## config.mk

```make
export PLATFORM = sky130hd
export DESIGN_NAME = descrambler
export DESIGN_NICKNAME = d
export VERILOG_FILES = /design/src/rtl/mpu_pkg.sv /design/src/rtl/ccsds_lfsr8.sv /design/src/rtl/descrambler.sv
export SDC_FILE = /design/constraint.sdc
export NUM_CORES = 1
export LEC_CHECK = 0
export ABC_CLOCK_PERIOD_IN_PS = 2800
export BUFFER_PORTS_ARGS = -buffer_cell sky130_fd_sc_hd__buf_2
export CAP_MARGIN = 10
export CORE_ASPECT_RATIO = 0.7
export CORE_MARGIN = 8
export CORE_UTILIZATION = 45
export DETAILED_ROUTE_END_ITERATION = 6
export GPL_TIMING_DRIVEN = 0
export PLACE_DENSITY = 0.62
export SLEW_MARGIN = 20
export SYNTH_ARGS = -nofsm -noshare
export SYNTH_HDL_FRONTEND = slang
export SYNTH_HIERARCHICAL = 1
export SYNTH_SLANG_ARGS = --single-unit
```

## constraint.sdc

```tcl
create_clock -name clk -period 2.8 [get_ports clk]
set_clock_uncertainty 0.15 [all_clocks]
set_input_delay 0.56 -clock clk [delete_from_list [all_inputs] [get_ports clk]]
set_output_delay 0.56 -clock clk [all_outputs]
set_load 0.01 [all_outputs]
```

## src/rtl/mpu_pkg.sv

```systemverilog
// Shared definitions for the CCSDS randomiser datapath (scrambler/descrambler pair).
// Holds codeblock geometry defaults, the byte-parallel LFSR step and the framing FSM states.
package mpu_pkg;

    localparam int unsigned MPU_BLOCK_LEN  = 255;
    localparam int unsigned MPU_PARITY_LEN = 32;
    localparam logic [7:0]  MPU_LFSR_SEED  = 8'hFF;

    typedef enum logic [0:0] {
        StHunt,
        StFrame
    } mpu_state_e;

    typedef struct packed {
        logic [7:0] state_next;
        logic [7:0] ks;
    } lfsr_step_t;

    // State bit 7 is the oldest sequence bit, so the keystream byte is the state itself
    // (msb-first); eight steps of a(n+8) = a(n+7)^a(n+5)^a(n+3)^a(n) yield the next byte.
    function automatic lfsr_step_t lfsr_step8(input logic [7:0] state);
        lfsr_step_t res;
        logic [7:0] s;
        s = state;
        for (int i = 0; i < 8; i++) begin
            s = {s[6:0], s[7] ^ s[4] ^ s[2] ^ s[0]};
        end
        res.state_next = s;
        res.ks         = state;
        return res;
    endfunction

endpackage

```

## src/rtl/ccsds_lfsr8.sv

```systemverilog
// Seedable byte-step CCSDS LFSR. With load=1 the keystream byte is the seed and the state
// moves to the seed advanced by one byte; with advance=1 the stored state steps one byte.
module ccsds_lfsr8
    import mpu_pkg::*;
#(
    parameter logic [7:0] SEED = MPU_LFSR_SEED
) (
    input  logic       clk,
    input  logic       rst_n,
    input  logic       load,
    input  logic       advance,
    output logic [7:0] ks
);

    logic [7:0] state_q;
    logic [7:0] state_d;
    logic [7:0] cur;
    lfsr_step_t step;

    always_comb begin
        cur     = load ? SEED : state_q;
        step    = lfsr_step8(cur);
        ks      = step.ks;
        state_d = (load || advance) ? step.state_next : state_q;
    end

    always_ff @(posedge clk or negedge rst_n) begin
        if (!rst_n) begin
            state_q <= SEED;
        end else begin
            state_q <= state_d;
        end
    end

endmodule

```

## src/rtl/descrambler.sv

```systemverilog
// Receive-side CCSDS descrambler: hunts for sop, XORs each codeblock with the restarted
// randomiser sequence and regenerates sop/last/is_parity from a byte position counter.
module descrambler
    import mpu_pkg::*;
#(
    parameter int unsigned BLOCK_LEN  = MPU_BLOCK_LEN,
    parameter int unsigned PARITY_LEN = MPU_PARITY_LEN,
    parameter logic [7:0]  LFSR_SEED  = MPU_LFSR_SEED
) (
    input  logic        clk,
    input  logic        rst_n,
    input  logic        s_axis_valid,
    output logic        s_axis_ready,
    input  logic [7:0]  s_axis_data,
    input  logic        s_axis_sop,
    output logic        m_axis_valid,
    input  logic        m_axis_ready,
    output logic [7:0]  m_axis_data,
    output logic        m_axis_sop,
    output logic        m_axis_last,
    output logic        m_axis_is_parity,
    output logic        frame_err,
    output logic [15:0] drop_cnt
);

    localparam logic [7:0] LAST_POS   = 8'(BLOCK_LEN - 1);
    localparam logic [7:0] PARITY_POS = 8'(BLOCK_LEN - PARITY_LEN);

    mpu_state_e  state_q, state_d;
    logic [7:0]  pos_q, pos_d;
    logic [15:0] drop_q, drop_d;
    logic        err_q, err_d;

    logic        m_valid_q, m_valid_d;
    logic [7:0]  m_data_q, m_data_d;
    logic        m_sop_q, m_sop_d;
    logic        m_last_q, m_last_d;
    logic        m_par_q, m_par_d;

    logic        accept;
    logic        emit;
    logic [7:0]  out_pos;
    logic        lfsr_load;
    logic        lfsr_adv;
    logic [7:0]  ks;

    assign s_axis_ready = !m_valid_q || m_axis_ready;
    assign accept       = s_axis_valid && s_axis_ready;

    ccsds_lfsr8 #(
        .SEED(LFSR_SEED)
    ) u_lfsr (
        .clk    (clk),
        .rst_n  (rst_n),
        .load   (lfsr_load),
        .advance(lfsr_adv),
        .ks     (ks)
    );

    // Framing: decide whether the accepted byte is emitted and where it sits in the block.
    always_comb begin
        state_d   = state_q;
        pos_d     = pos_q;
        drop_d    = drop_q;
        err_d     = 1'b0;
        emit      = 1'b0;
        out_pos   = pos_q;
        lfsr_load = 1'b0;
        lfsr_adv  = 1'b0;

        if (accept) begin
            if (s_axis_sop) begin
                // A sop always restarts the block; mid-frame it also abandons the partial one.
                emit      = 1'b1;
                out_pos   = 8'd0;
                lfsr_load = 1'b1;
                err_d     = (state_q == StFrame) && (pos_q != 8'd0);
            end else begin
                unique case (state_q)
                    StFrame: begin
                        emit     = 1'b1;
                        lfsr_adv = 1'b1;
                    end
                    StHunt: begin
                        if (drop_q != 16'hFFFF) begin
                            drop_d = drop_q + 16'd1;
                        end
                    end
                    default: ;
                endcase
            end

            if (emit) begin
                if (out_pos == LAST_POS) begin
                    state_d = StHunt;
                    pos_d   = 8'd0;
                end else begin
                    state_d = StFrame;
                    pos_d   = out_pos + 8'd1;
                end
            end
        end
    end

    // Output register: refill on emit, otherwise drain when downstream accepts.
    always_comb begin
        m_valid_d = m_valid_q;
        m_data_d  = m_data_q;
        m_sop_d   = m_sop_q;
        m_last_d  = m_last_q;
        m_par_d   = m_par_q;

        if (emit) begin
            m_valid_d = 1'b1;
            m_data_d  = s_axis_data ^ ks;
            m_sop_d   = (out_pos == 8'd0);
            m_last_d  = (out_pos == LAST_POS);
            m_par_d   = (out_pos >= PARITY_POS);
        end else if (m_axis_ready) begin
            m_valid_d = 1'b0;
        end
    end

    always_ff @(posedge clk or negedge rst_n) begin
        if (!rst_n) begin
            state_q   <= StHunt;
            pos_q     <= 8'd0;
            drop_q    <= 16'd0;
            err_q     <= 1'b0;
            m_valid_q <= 1'b0;
            m_data_q  <= 8'd0;
            m_sop_q   <= 1'b0;
            m_last_q  <= 1'b0;
            m_par_q   <= 1'b0;
        end else begin
            state_q   <= state_d;
            pos_q     <= pos_d;
            drop_q    <= drop_d;
            err_q     <= err_d;
            m_valid_q <= m_valid_d;
            m_data_q  <= m_data_d;
            m_sop_q   <= m_sop_d;
            m_last_q  <= m_last_d;
            m_par_q   <= m_par_d;
        end
    end

    assign m_axis_valid     = m_valid_q;
    assign m_axis_data      = m_data_q;
    assign m_axis_sop       = m_sop_q;
    assign m_axis_last      = m_last_q;
    assign m_axis_is_parity = m_par_q;
    assign frame_err        = err_q;
    assign drop_cnt         = drop_q;

endmodule

```

Word-level counts from Yosys, hierarchy flattened
Index checks and enable logic that the tools add are counted.
{"block": "word_totals", "register_bits": 46, "in_bits": 13, "elab_cells": 71}
{"block": "op_classes", "n_addsub": 2, "magnitude_cmp": 1, "eq_ne": 3, "n_mux": 18, "bitwise_logic": 27, "reduce_logical": 10}
{"operator": "two-way mux 8 bit", "n": 5}
{"operator": "XOR 1 bit", "n": 24}
{"operator": "adder 16 x 1 -> 16 bit, second input constant", "n": 1}
{"operator": "== test 8 bit, second input constant", "n": 2}
{"operator": "inequality test 16 bit, second input constant", "n": 1}
{"operator": "two-way mux 1 bit", "n": 13}
{"operator": "adder 8 x 1 -> 8 bit, second input constant", "n": 1}
{"operator": "greater-or-equal comparator 8 bit, second input constant", "n": 1}
{"operator": "zero test 8 bit", "n": 1}
{"operator": "nonzero test 8 bit", "n": 1}
{"operator": "XOR 8 bit", "n": 1}
{"operator": "AND reduction 4 bit", "n": 1}
{"operator": "logical AND 1 bit", "n": 2}
{"operator": "logical OR 1 bit", "n": 2}
{"operator": "NOT 1 bit", "n": 2}
{"operator": "AND reduction 2 bit", "n": 1}
{"operator": "nonzero test 2 bit", "n": 1}
{"operator": "zero test 1 bit", "n": 1}

Logic depth before layout (Yosys ltp)
Gate-level depths: netlist (run 1).
{"block": "depth", "depth_word": 15, "depth_mapped": 9, "mapped_depth_nobuf": 8}

Cells and area by module
Netlist (run 1), hierarchy kept.
{"mod": "descrambler", "n_inst": 1, "cells_per_inst": 181, "area_per_inst_um2": 1934.4}
{"mod": "ccsds_lfsr8", "n_inst": 1, "cells_per_inst": 62, "area_per_inst_um2": 664.4}

Worst setup path after synthesis (run 1)
OpenSTA, ideal clock, no wires.
{"block": "synth_path", "path_type": "input port to flip-flop", "from": "input m_axis_ready", "to": "register u_lfsr.state_q[5]", "t_arrival_ns": 2.022, "t_required_ns": 2.577, "setup_slack_ns": 0.555, "cell_stages": 8, "n_path_buf": 2, "path_cell_list": "nand2b_1 buf_6 nand4b_1 inv_1 clkbuf_1 inv_1 or3_1 a21oi_1"}
{"block": "synth_via", "elab_cells_between_ends": 15, "cone_classes": "mux: 3; bitwise: 9; reduce/logical: 3"}
{"item": "from (decl)", "line_no": "descrambler.sv:17", "rtl": "input logic m_axis_ready,"}
{"item": "logical OR 1 bit", "line_no": "descrambler.sv:47", "rtl": "assign s_axis_ready = !m_valid_q || m_axis_ready;"}
{"item": "named net s_axis_ready", "line_no": "descrambler.sv:13", "rtl": "output logic s_axis_ready,"}
{"item": "logical AND 1 bit", "line_no": "descrambler.sv:48", "rtl": "assign accept = s_axis_valid && s_axis_ready;"}
{"item": "two-way mux 1 bit", "line_no": "descrambler.sv:71", "rtl": "if (accept) begin"}
{"item": "named net lfsr_adv", "line_no": "descrambler.sv:44", "rtl": "logic lfsr_adv;"}
{"item": "logical OR 1 bit", "line_no": "ccsds_lfsr8.sv:24", "rtl": "state_d = (load || advance) ? step.state_next : state_q;"}
{"item": "to (signal assigned)", "line_no": "ccsds_lfsr8.sv:31", "rtl": "state_q <= state_d;"}
{"item": "to (decl)", "line_no": "ccsds_lfsr8.sv:15", "rtl": "logic [7:0] state_q;"}
The timed path passes the listed nets, and every way through them passes these cells.
A chain may end at the register's enable or synchronous reset.

Worst setup path after layout (run 1)
{"block": "layout_path", "from": "register m_valid_q, in the netlist m_axis_valid", "to": "register u_lfsr.state_q[5]"}
{"block": "layout_via", "elab_cells_between_ends": 16, "cone_classes": "mux: 3; bitwise: 9; reduce/logical: 4"}
{"item": "from (decl)", "line_no": "descrambler.sv:34", "rtl": "logic m_valid_q, m_valid_d;"}
{"item": "from (signal assigned)", "line_no": "descrambler.sv:140", "rtl": "m_valid_q <= m_valid_d;"}
{"item": "zero test 1 bit", "line_no": "descrambler.sv:47"}
{"item": "logical OR 1 bit", "line_no": "descrambler.sv:47"}
{"item": "logical AND 1 bit", "line_no": "descrambler.sv:48"}
{"item": "two-way mux 1 bit", "line_no": "descrambler.sv:71"}
{"item": "named net lfsr_adv", "line_no": "descrambler.sv:44"}
{"item": "logical OR 1 bit", "line_no": "ccsds_lfsr8.sv:24"}
The timed path passes the listed nets, and every way through them passes these cells.

==> impl_results.md, run 1 <==
- Post-route insts no fill: 367
- Post-Syn Area: 2599 um2
- Post-synth EDFFs: 0
- First-pass GRT wire length: 9239 um
- Clock Path Buffers: 2
- Max cap viols: 0
- Outcome: finished, final reports clean
- Dpl hpwl: 3914 um
- H-tree Lvls: 2
- CP required: 2880 ps
- CP most frequent cell: inv_1
- Die Width: 106.8 um
- Slew margin rel.: 61.82%
- Leak: 1.357 nW
- Worst slew pin tran: 572.7 ps
- Sequential Area: 1161 um2
- Final setup violation count: 0
- Crit path DAT: 2490 ps
- Setup TNS: 0 ps
- Port Buffer Count: 41
- Reg2Reg Depth: 8
- 1st-iter DRT viols: 108
- Die ar.: 8502 um2
- Worst Setup End Kind: register
- Antenna violations before repair: 0
- Worst vdd ir: 432.2 uV
- Clock latency on the worst-skew pair: 300 ps
- Post-CTS setup buffer count: 0
- Antenna Cells: 0
- Fraction of layout cells with a size suffix above 1: 32.88%
- Hold buffers post-CTS: 0
- Critical Path Max Stage Delay: 400 ps
- Crit Path Class: register to register
- Fin crit period: 2412 ps
- Final WL: 5289 um
- CP Launch Type: register
- Area of the multi-input gates: 1291 um2
- Final nets: 307
- CTS tree: yes
- Initial Util: 46.07%
- RSZ-0062 raised after global routing: no
- Final core utilization: 52.95%
- Crit Path Max Fanout: 9
- Core area: 5640 um2
- Place WS: 126.5 ps
- Num ports: 43
- Post_cts resized: 0
- Fillers: 540
- Buf+Inv Stages, Crit Path: 4
- Final worst path period share: 86.13%
- Design area: 2987 um2
- Placed cells: 359
- Min-delay worst type: input pin to async pin
- Hold slack final: 92.71 ps
- Async set or reset register ratio after synthesis: 100.0%
- Std-Cell Rows: 23
- Max Freq: 414.6 MHz
- Drt pass-1 iters: 4
- Crit path launch: m_axis_valid
- Die height: 79.58 um
- R2R Setup Slk: 390 ps
- CTS Sinks: 46
- Grt ovf: 0
- Synth-to-Final Area Change: 14.93%
- R2R Path Start: m_axis_valid
- Clk slew on worst S/H paths: 90 ps
- Most used flip-flop cell after synthesis: dfrtp_1
- Synth cell types: 50
- Post-Synthesis Net Count: 259
- Ys Warns: 6
- Number of global-route vias before repair: 1818
- Cts bufs inserted: 5
- Drc violations: 0
- Vias per std cell: 4.992
- Total track usage: 13.46%
- Final slew viol count: 0
- Number of synthesized register bits: 46
- Vias: 1832
- Cells after Synth: 243
- Routed length per instance: 14.41 um
- Tot Pwr: 2.330 mW
- Worst-path cell chain: nand2b_1, buf_6, nand4b_1, inv_1, clkbuf_1, inv_1, or3_1, a21oi_1
- Placed Area: 2898 um2
- Worst setup margin: 388.2 ps
- Slowest cell on the critical path: or3_1
- Clk root buf: clkbuf_8
- Placer Congestion: 0.8349
- Syn Area/Cell: 10.69 um2
- Critical path's top delay family: buffers and inverters
- ANT nets after route: 0
- Final hold vios: 0
- Worst path depth: 8
- Sequential cell area fraction in the yosys report: 44.68%
- Pin count of the biggest net entering global routing: 47
- Power per cell area: 780.2 nW/um2
Yosys cell counts (5+ instances only):
| master | number | share of area [%] |
|---|---|---|
| or2_2 | 8 | 1.9 |
| dfrtp_1 | 38 | 37 |
| and3_1 | 5 | 1.2 |
| nand2_1 | 23 | 3.3 |
| o21ai_0 | 12 | 2.3 |
| nor2_1 | 13 | 1.9 |
| nand4_1 | 8 | 1.9 |
| nand3_1 | 9 | 1.7 |
| buf_4 | 9 | 2.6 |
| xnor2_1 | 29 | 9.8 |
| dfstp_2 | 8 | 8.1 |
| inv_1 | 8 | 1.2 |
| a22o_1 | 5 | 1.7 |
| a21oi_1 | 6 | 1.2 |
| o21ai_1 | 5 | 0.96 |
path summary, 6_finish.rpt:
kind                                      to
max                        u_lfsr/state_q[5]
min                              drop_cnt[3]
max reg2reg                u_lfsr/state_q[5]
min reg2reg                   m_axis_data[7]
max in group asynchronous           pos_q[0]
min in group clk              m_axis_data[7]
placed cells by master (no fill, tap or decap), types with 2 or more instances in the layout:
cell type,count
mux2_4,2
nor3_1,2
xor2_1,2
o21ai_1,5
xnor2_4,2
a211oi_1,4
and3_1,5
a21oi_1,6
xnor2_2,2
ha_1,3
nor2_1,13
dfrtp_1,38
buf_2,40
inv_1,8
dfstp_2,8
o21ai_0,12
nor3_2,2
a22o_1,5
clkbuf_8,5
nor4_1,2
nor4_4,2
nand2_1,23
nand4_1,8
buf_6,3
or2_2,8
xnor2_1,29
clkbuf_1,5
nand3_1,9
nand2b_1,3
buf_4,10
or3_1,3
state kept, by name, summed over array words and instances (netlist names):
| name | cells |
|---|---|
| state_q | 1 |
| m_axis_sop | 1 |
| u_lfsr/state_q | 8 |
| frame_err | 1 |
| pos_q | 8 |
| m_axis_is_parity | 1 |
| m_axis_last | 1 |
| drop_cnt | 16 |
| m_axis_valid | 1 |
| m_axis_data | 8 |
metal layers:
metal | vias to the layer above | GRT usage (%) | routed length [um]
li1 | 929 | - | -
met1 | 861 | 20.25 | 2793
met2 | 36 | 17.39 | 2114
met3 | 6 | 4.435 | 334
met4 | 0 | 3.916 | 47
met5 | - | 0 | 0
cell families (layout without fill, tap and decap cells):
kind of cell,count (synthesis),in the layout,share of synthesized area (%)
mux,2,2,1.156
flops,46,46,44.68
xor+xnor,37,37,15.60
buf+inv,24,73,5.633
fa+ha+maj,3,3,1.445
simple gates,92,92,21.91
compound gates,39,39,9.582
power by group:
part           total [mW]  internal (mW)  switching, mW  leakage (nW)
Sequential          0.994          0.834          0.160         0.582
Combinational       0.930          0.512          0.417         0.730
Clock               0.406          0.177          0.230        0.0452
cell type report:
type / instances / share of cell area, %
clock buffer: 6 / 2.430
inverter: 8 / 1.005
clock inverter: 2 / 0.4608
tap: 75 / 3.142
sequential: 46 / 38.88
timing repair buffer: 41 / 6.954
buffer: 16 / 3.896
multi-input combinational: 173 / 43.23
Power figures use the tool's default switching activity.
==> run 2, diff against run 1 <==
--- a/config.mk
+++ b/config.mk
@@ -7,5 +7,4 @@
 export LEC_CHECK = 0
 export ABC_CLOCK_PERIOD_IN_PS = 2800
-export BUFFER_PORTS_ARGS = -buffer_cell sky130_fd_sc_hd__buf_2
 export CAP_MARGIN = 10
 export CORE_ASPECT_RATIO = 0.7
@@ -13,6 +12,7 @@
 export CORE_UTILIZATION = 45
 export DETAILED_ROUTE_END_ITERATION = 6
+export DONT_BUFFER_PORTS = 1
 export GPL_TIMING_DRIVEN = 0
-export PLACE_DENSITY = 0.62
+export PLACE_DENSITY = 0.56
 export SLEW_MARGIN = 20
 export SYNTH_ARGS = -nofsm -noshare
==> constraint.sdc (replaced) <==
create_clock -name clk -period 2.8 [get_ports clk]
set_clock_uncertainty 0.15 [all_clocks]
set_input_delay 0.42 -clock clk [delete_from_list [all_inputs] [get_ports clk]]
set_output_delay 0.42 -clock clk [all_outputs]
set_load 0.01 [all_outputs]
==> run 2 against run 1 <==
Effect of this change:
- final cell count fell by 11%
- highest routed layer unchanged
- total power rose by 0.52%
- count of clock-buffer cells in the layout did not move
- largest cell class unchanged
- core utilization fell by 2.6 points
- register-to-register slack got worse by 140 ps
- routed wire length rose by 2.0%
- critical path type unchanged
- hold slack improved by 65 ps
- non-clock buffer count fell by 39
- die area did not move
- via count fell by 6.2%
- global-route usage rose by 0.076 points
==> impl_results.md, run 2 (synthesized netlist as in run 1, its figures left out) <==
- Final setup violation count: 0
- Most frequent cells in the layout: dfrtp_1 (38), xnor2_1 (29), nand2_1 (23)
- Clk slew on worst S/H paths: 90 ps
- Die Width: 106.8 um
- CP required: 2880 ps
- Design area: 2840 um2
- Max Freq: 391.7 MHz
- Drc violations: 0
- Vias: 1719
- ANT nets after route: 0
- Post-CTS setup buffer count: 0
- Core area: 5640 um2
- Die height: 79.58 um
- Worst Setup End Kind: register
- CP Launch Type: register
- Placer Congestion: 0.8636
- Vias per std cell: 5.241
- Post_cts resized: 0
- Total track usage: 13.54%
- Clock latency on the worst-skew pair: 300 ps
- Fin crit period: 2553 ps
- Final slew viol count: 0
- Die ar.: 8502 um2
- Number of global-route vias before repair: 1737
- Placed cells: 318
- Cts bufs inserted: 5
- Antenna violations before repair: 0
- Final nets: 268
- Place WS: 292.3 ps
- Port Buffer Count: 0
- Sequential Area: 1161 um2
- Crit Path Class: register to register
- Clock Path Buffers: 2
- Final hold vios: 0
- Worst slew pin tran: 575.1 ps
- Synth-to-Final Area Change: 9.292%
- 1st-iter DRT viols: 97
- Fraction of layout cells with a size suffix above 1: 22.13%
- Post-route insts no fill: 328
- Crit path DAT: 2630 ps
- Placed Area: 2693 um2
- Min-delay worst type: input pin to register
- H-tree Lvls: 2
- Initial Util: 46.07%
- Pin count of the biggest net entering global routing: 47
- Tot Pwr: 2.342 mW
- Final WL: 5397 um
- R2R Setup Slk: 250 ps
- Antenna Cells: 0
- Worst vdd ir: 458.9 uV
- Leak: 1.190 nW
- Std-Cell Rows: 23
- RSZ-0062 raised after global routing: no
- Num ports: 43
- Power per cell area: 824.7 nW/um2
- Commonest non-fill, non-tap cell in the layout: dfrtp_1
- Routed length per instance: 16.45 um
- CTS Sinks: 46
- Dpl hpwl: 3889 um
- Grt ovf: 0
- Slew margin rel.: 61.66%
- First-pass GRT wire length: 9052 um
- Max reg flops: 16
- Final worst path period share: 91.17%
- Outcome: finished, final reports clean
- Setup TNS: 0 ps
- Max cap viols: 0
- Crit Path Max Fanout: 9
- Hold buffers post-CTS: 2
- Area of the multi-input gates: 1291 um2
- Drt pass-1 iters: 4
- CTS tree: yes
- Worst setup margin: 247.2 ps
- Clk root buf: clkbuf_8
- Fillers: 532
run 2: cell count changes in the layout (fill, tap and decap cells not counted), sizes merged:
| cell | previous run | this run |
|---|---|---|
| dlygate4sd3 | 0 | 1 |
| bufinv | 0 | 1 |
| buf | 53 | 13 |
| clkinvlp | 0 | 1 |
| clkinv | 2 | 0 |
run 2: cell type report:
class | count | area share, %
Inverter | 8 | 1.057
Sequential cell | 46 | 40.88
Multi-Input combinational cell | 173 | 45.46
Clock buffer | 6 | 2.555
Tap cell | 75 | 3.304
Clock inverter | 2 | 1.322
Buffer | 16 | 4.097
Timing Repair Buffer | 2 | 1.322
run 2: power breakdown:
group          total, mW  switching [mW]  internal, mW
combinational      0.789           0.333         0.456
sequential          1.05           0.221         0.834
clock              0.499           0.232         0.267
run 2: routing by layer:
metal  vias up  track usage, %  part of all wire (%)
met5         -               0                     0
met4         0           4.615                  0.70
met3         4           4.677                   7.7
met2        42           19.12                    41
met1       816           18.72                    51
li1        857               -                     -
run 2: path summary, 6_finish.rpt:
path	startpoint	endpoint	depth (start not counted)
max	m_axis_valid	u_lfsr/state_q[5]	8
min	s_axis_data[6]	m_axis_data[6]	2
min reg2reg	m_axis_data[5]	m_axis_data[5]	2
max in group asynchronous	rst_n	u_lfsr/state_q[4]	2
min in group asynchronous	rst_n	frame_err	2
max reg2reg	m_axis_valid	u_lfsr/state_q[5]	8
run 2: stage by stage:
| stage | util, % | hold WS [ps] |
|---|---|---|
| floorplan | - | -25.59 |
| global placement | 47.74 | -24.07 |
| detailed placement | 47.74 | -24.17 |
| CTS | 50.35 | 145.8 |
| global route | 50.35 | 138.5 |
| finish | 50.35 | 157.4 |
run 2: worst max-delay path, stage by stage (launching register included):
cell	delay (ps)
dfrtp_1	440
nand2b_1	150
buf_6	170
nand4b_1	290
inv_1	160
clkbuf_1	330
inv_1	230
or3_1	400
a21oi_1	160
==> run 3, diff against run 2 <==
Settings changed: SYNTH_HIERARCHICAL 1 to unset.
==> run 3 against run 2 <==
Effect of this change:
- combinational power is 10% higher
- routed wire length is 9.2% higher
- count of clock-buffer cells in the layout is 1 lower
- final area is 0.40% lower
- first-iteration DRC count is 43% lower
- hold slack worse by 9.8 ps
- area after synthesis is 0.34% higher
- final cell count is 1.2% higher
- register-to-register slack better by 490 ps
- largest power group unchanged
==> impl_results.md, run 3 <==
- Cells after Synth: 247
- Pin count of the biggest net entering global routing: 47
- Port Buffer Count: 0
- RSZ-0062 raised after global routing: no
- Worst slew pin tran: 765.7 ps
- Commonest cells in the netlist: dfrtp_1 (38), nand2_1 (28), xor2_1 (28), nand3_1 (12), o21ai_1 (10)
- Die ar.: 8525 um2
- Clock latency on the worst-skew pair: 300 ps
- CTS Sinks: 46
- Num ports: 43
- Placed Area: 2701 um2
- Worst vdd ir: 278.7 uV
- Design area: 2829 um2
- Logic pwr share: 36.5%
- Most frequent cells in the layout: dfrtp_1 (38), nand2_1 (28), xor2_1 (28)
- Commonest non-fill, non-tap cell in the layout: dfrtp_1
- Post_cts resized: 0
- Crit Path Class: register to register
- Outcome: finished, final reports clean
- Switch Pwr: 0.9133 mW
- CTS tree: yes
- Sequential Area: 1161 um2
- Placed cells: 322
- Power per cell area: 843.0 nW/um2
- Cts bufs inserted: 5
- Area contributors post-synth: dfrtp_1 (36%), xor2_1 (9.4%), dfstp_2 (8.1%)
- Sequential Power Share: 45.9%
- Placer Congestion: 0.7638
- Worst Setup End Kind: register
- Sequential cell area fraction in the yosys report: 44.53%
- Final WL: 5895 um
- Post-synth EDFFs: 0
- Clk slew on worst S/H paths: 100 ps
- Final worst path period share: 73.76%
- Clk root buf: clkbuf_8
- Final slew viol count: 0
- Area of the multi-input gates: 1336 um2
- ANT nets after route: 0
- 1st-iter DRT viols: 55
- Int Pwr: 1.472 mW
- Dpl hpwl: 4260 um
- Max cap viols: 0
- Clock power frac: 17.6%
- Crit path DAT: 2100 ps
- Die height: 79.69 um
- Post-Syn Area: 2608 um2
- Met2 Routed Length: 2430 um
- Top-area cell type share of the netlist area: 36.47%
- Synth-to-Final Area Change: 8.493%
- Slowest cell on the critical path: dfrtp_1
- CP Launch Type: register
- Drt pass-1 iters: 4
- Slew margin rel.: 48.56%
- Final setup violation count: 0
- Core area: 5669 um2
- Initial Util: 45.99%
- Buf+Inv Stages, Crit Path: 1
- Worst-path cell chain: ha_1, and3_1, and4bb_1, buf_4, nor2_2, mux2_4
- Tot Pwr: 2.385 mW
- Critical Path Max Stage Delay: 490 ps
- WL met1: 3115 um
- Fin crit period: 2065 ps
- Post-route insts no fill: 332
- Most area-hungry cell type in the Yosys netlist: dfrtp_1
- Ys Warns: 0
- Top routing layer in use: met4
- Number of global-route vias before repair: 1792
- Most used flip-flop cell after synthesis: dfrtp_1
- Total track usage: 14.43%
- Number of synthesized register bits: 46
- Std-Cell Rows: 23
- H-tree Lvls: 2
- Async set or reset register ratio after synthesis: 100.0%
- Final hold vios: 0
- Worst path depth: 6
- Sw Share: 38.30%
- Syn Area/Cell: 10.56 um2
- Setup TNS: 0 ps
- Post-Synthesis Net Count: 263
- Synth cell types: 57
- Reg2Reg Depth: 6
- Max Freq: 484.2 MHz
- Antenna Cells: 0
- Drc violations: 0
- Max reg flops: 16
- Leak: 1.204 nW
- WL met3: 314 um
- Hold depth: 2
- Fraction of layout cells with a size suffix above 1: 18.68%
- Min-delay worst type: input pin to register
- Die Width: 107.0 um
- First-pass GRT wire length: 9818 um
- Crit Path Max Fanout: 10
- Top-count cell post-synth: dfrtp_1
- Vias: 1867
- CP required: 2830 ps
- Clock Path Buffers: 2
- Fillers: 524
- Vias per std cell: 5.623
- Routed length per instance: 17.76 um
- Antenna violations before repair: 0
- Grt ovf: 0
- Final nets: 272
- Critical path's top delay family: simple AND/OR/NAND/NOR gates
[run 3: cell types whose count changed after synthesis, sizes merged, moves of 5 or more]
cell   before  now
a21oi       6    1
a31oi       1   10
nand4      10    4
or2         8    0
xnor2      33   10
xor2        2   28
[run 3: path summary, 6_finish.rpt]
kind	startpoint	endpoint	slack [ps]
max	drop_cnt[0]	drop_cnt[1]	730
min	s_axis_data[2]	m_axis_data[2]	150
max reg2reg	drop_cnt[0]	drop_cnt[1]	730
min reg2reg	u_lfsr.state_q[0]	u_lfsr.state_q[0]	370
max in group asynchronous	rst_n	u_lfsr.state_q[7]	1730
min in group asynchronous	rst_n	pos_q[4]	490
[run 3: kinds of logic after synthesis]
family	after synthesis	share of synthesized area, %
AOI/OAI and AO/OA	49	14.35
xor gates and xnor gates	40	14.78
adders and majority gates	3	1.440
buffers and inverters	21	4.222
DFF	46	44.53
muxes	2	0.9595
and+or+nand+nor	86	19.72
[run 3: final cells by class]
cell class,count,share of cell area (%)
Sequential cell,46,41.04
Timing Repair Buffer,2,1.327
Clock buffer,5,2.433
Tap cell,75,3.317
Multi-Input combinational cell,180,47.24
Inverter,7,0.9288
Buffer,14,2.963
Clock inverter,3,0.7519
[run 3: power groups by stage]
stage | clock (mW) | sequential (mW) | combinational (mW)
floorplan | 0 | 1.06 | 0.731
finish | 0.419 | 1.10 | 0.871
global route | 0.467 | 1.13 | 0.983
global placement | 0 | 1.11 | 0.852
CTS | 0.431 | 1.10 | 0.884
detailed placement | 0 | 1.11 | 0.858
[run 3: stage by stage]
step	util (%)	hold slack (ps)	setup slack (ps)
after floorplan	-	-25.59	761.1
after global placement	47.65	-24.09	480.5
after detailed placement	47.65	-24.05	485.2
after CTS	49.90	145.2	732.2
after global routing	49.90	141.4	620.5
final	49.90	147.6	734.7
[run 3: per-layer routing]
metal  track usage (%)  up-vias
li1                  -      905
met1             22.02      917
met2             19.68       41
met3             3.790        4
met4             2.657        0
met5                 0        -
[run 3: timing repair]
| action | CTS | global route |
|---|---|---|
| setup buffers | 0 | 0 |
| endpoints found under the hold margin | 46 | 0 |
| hold buffers | 2 | 0 |
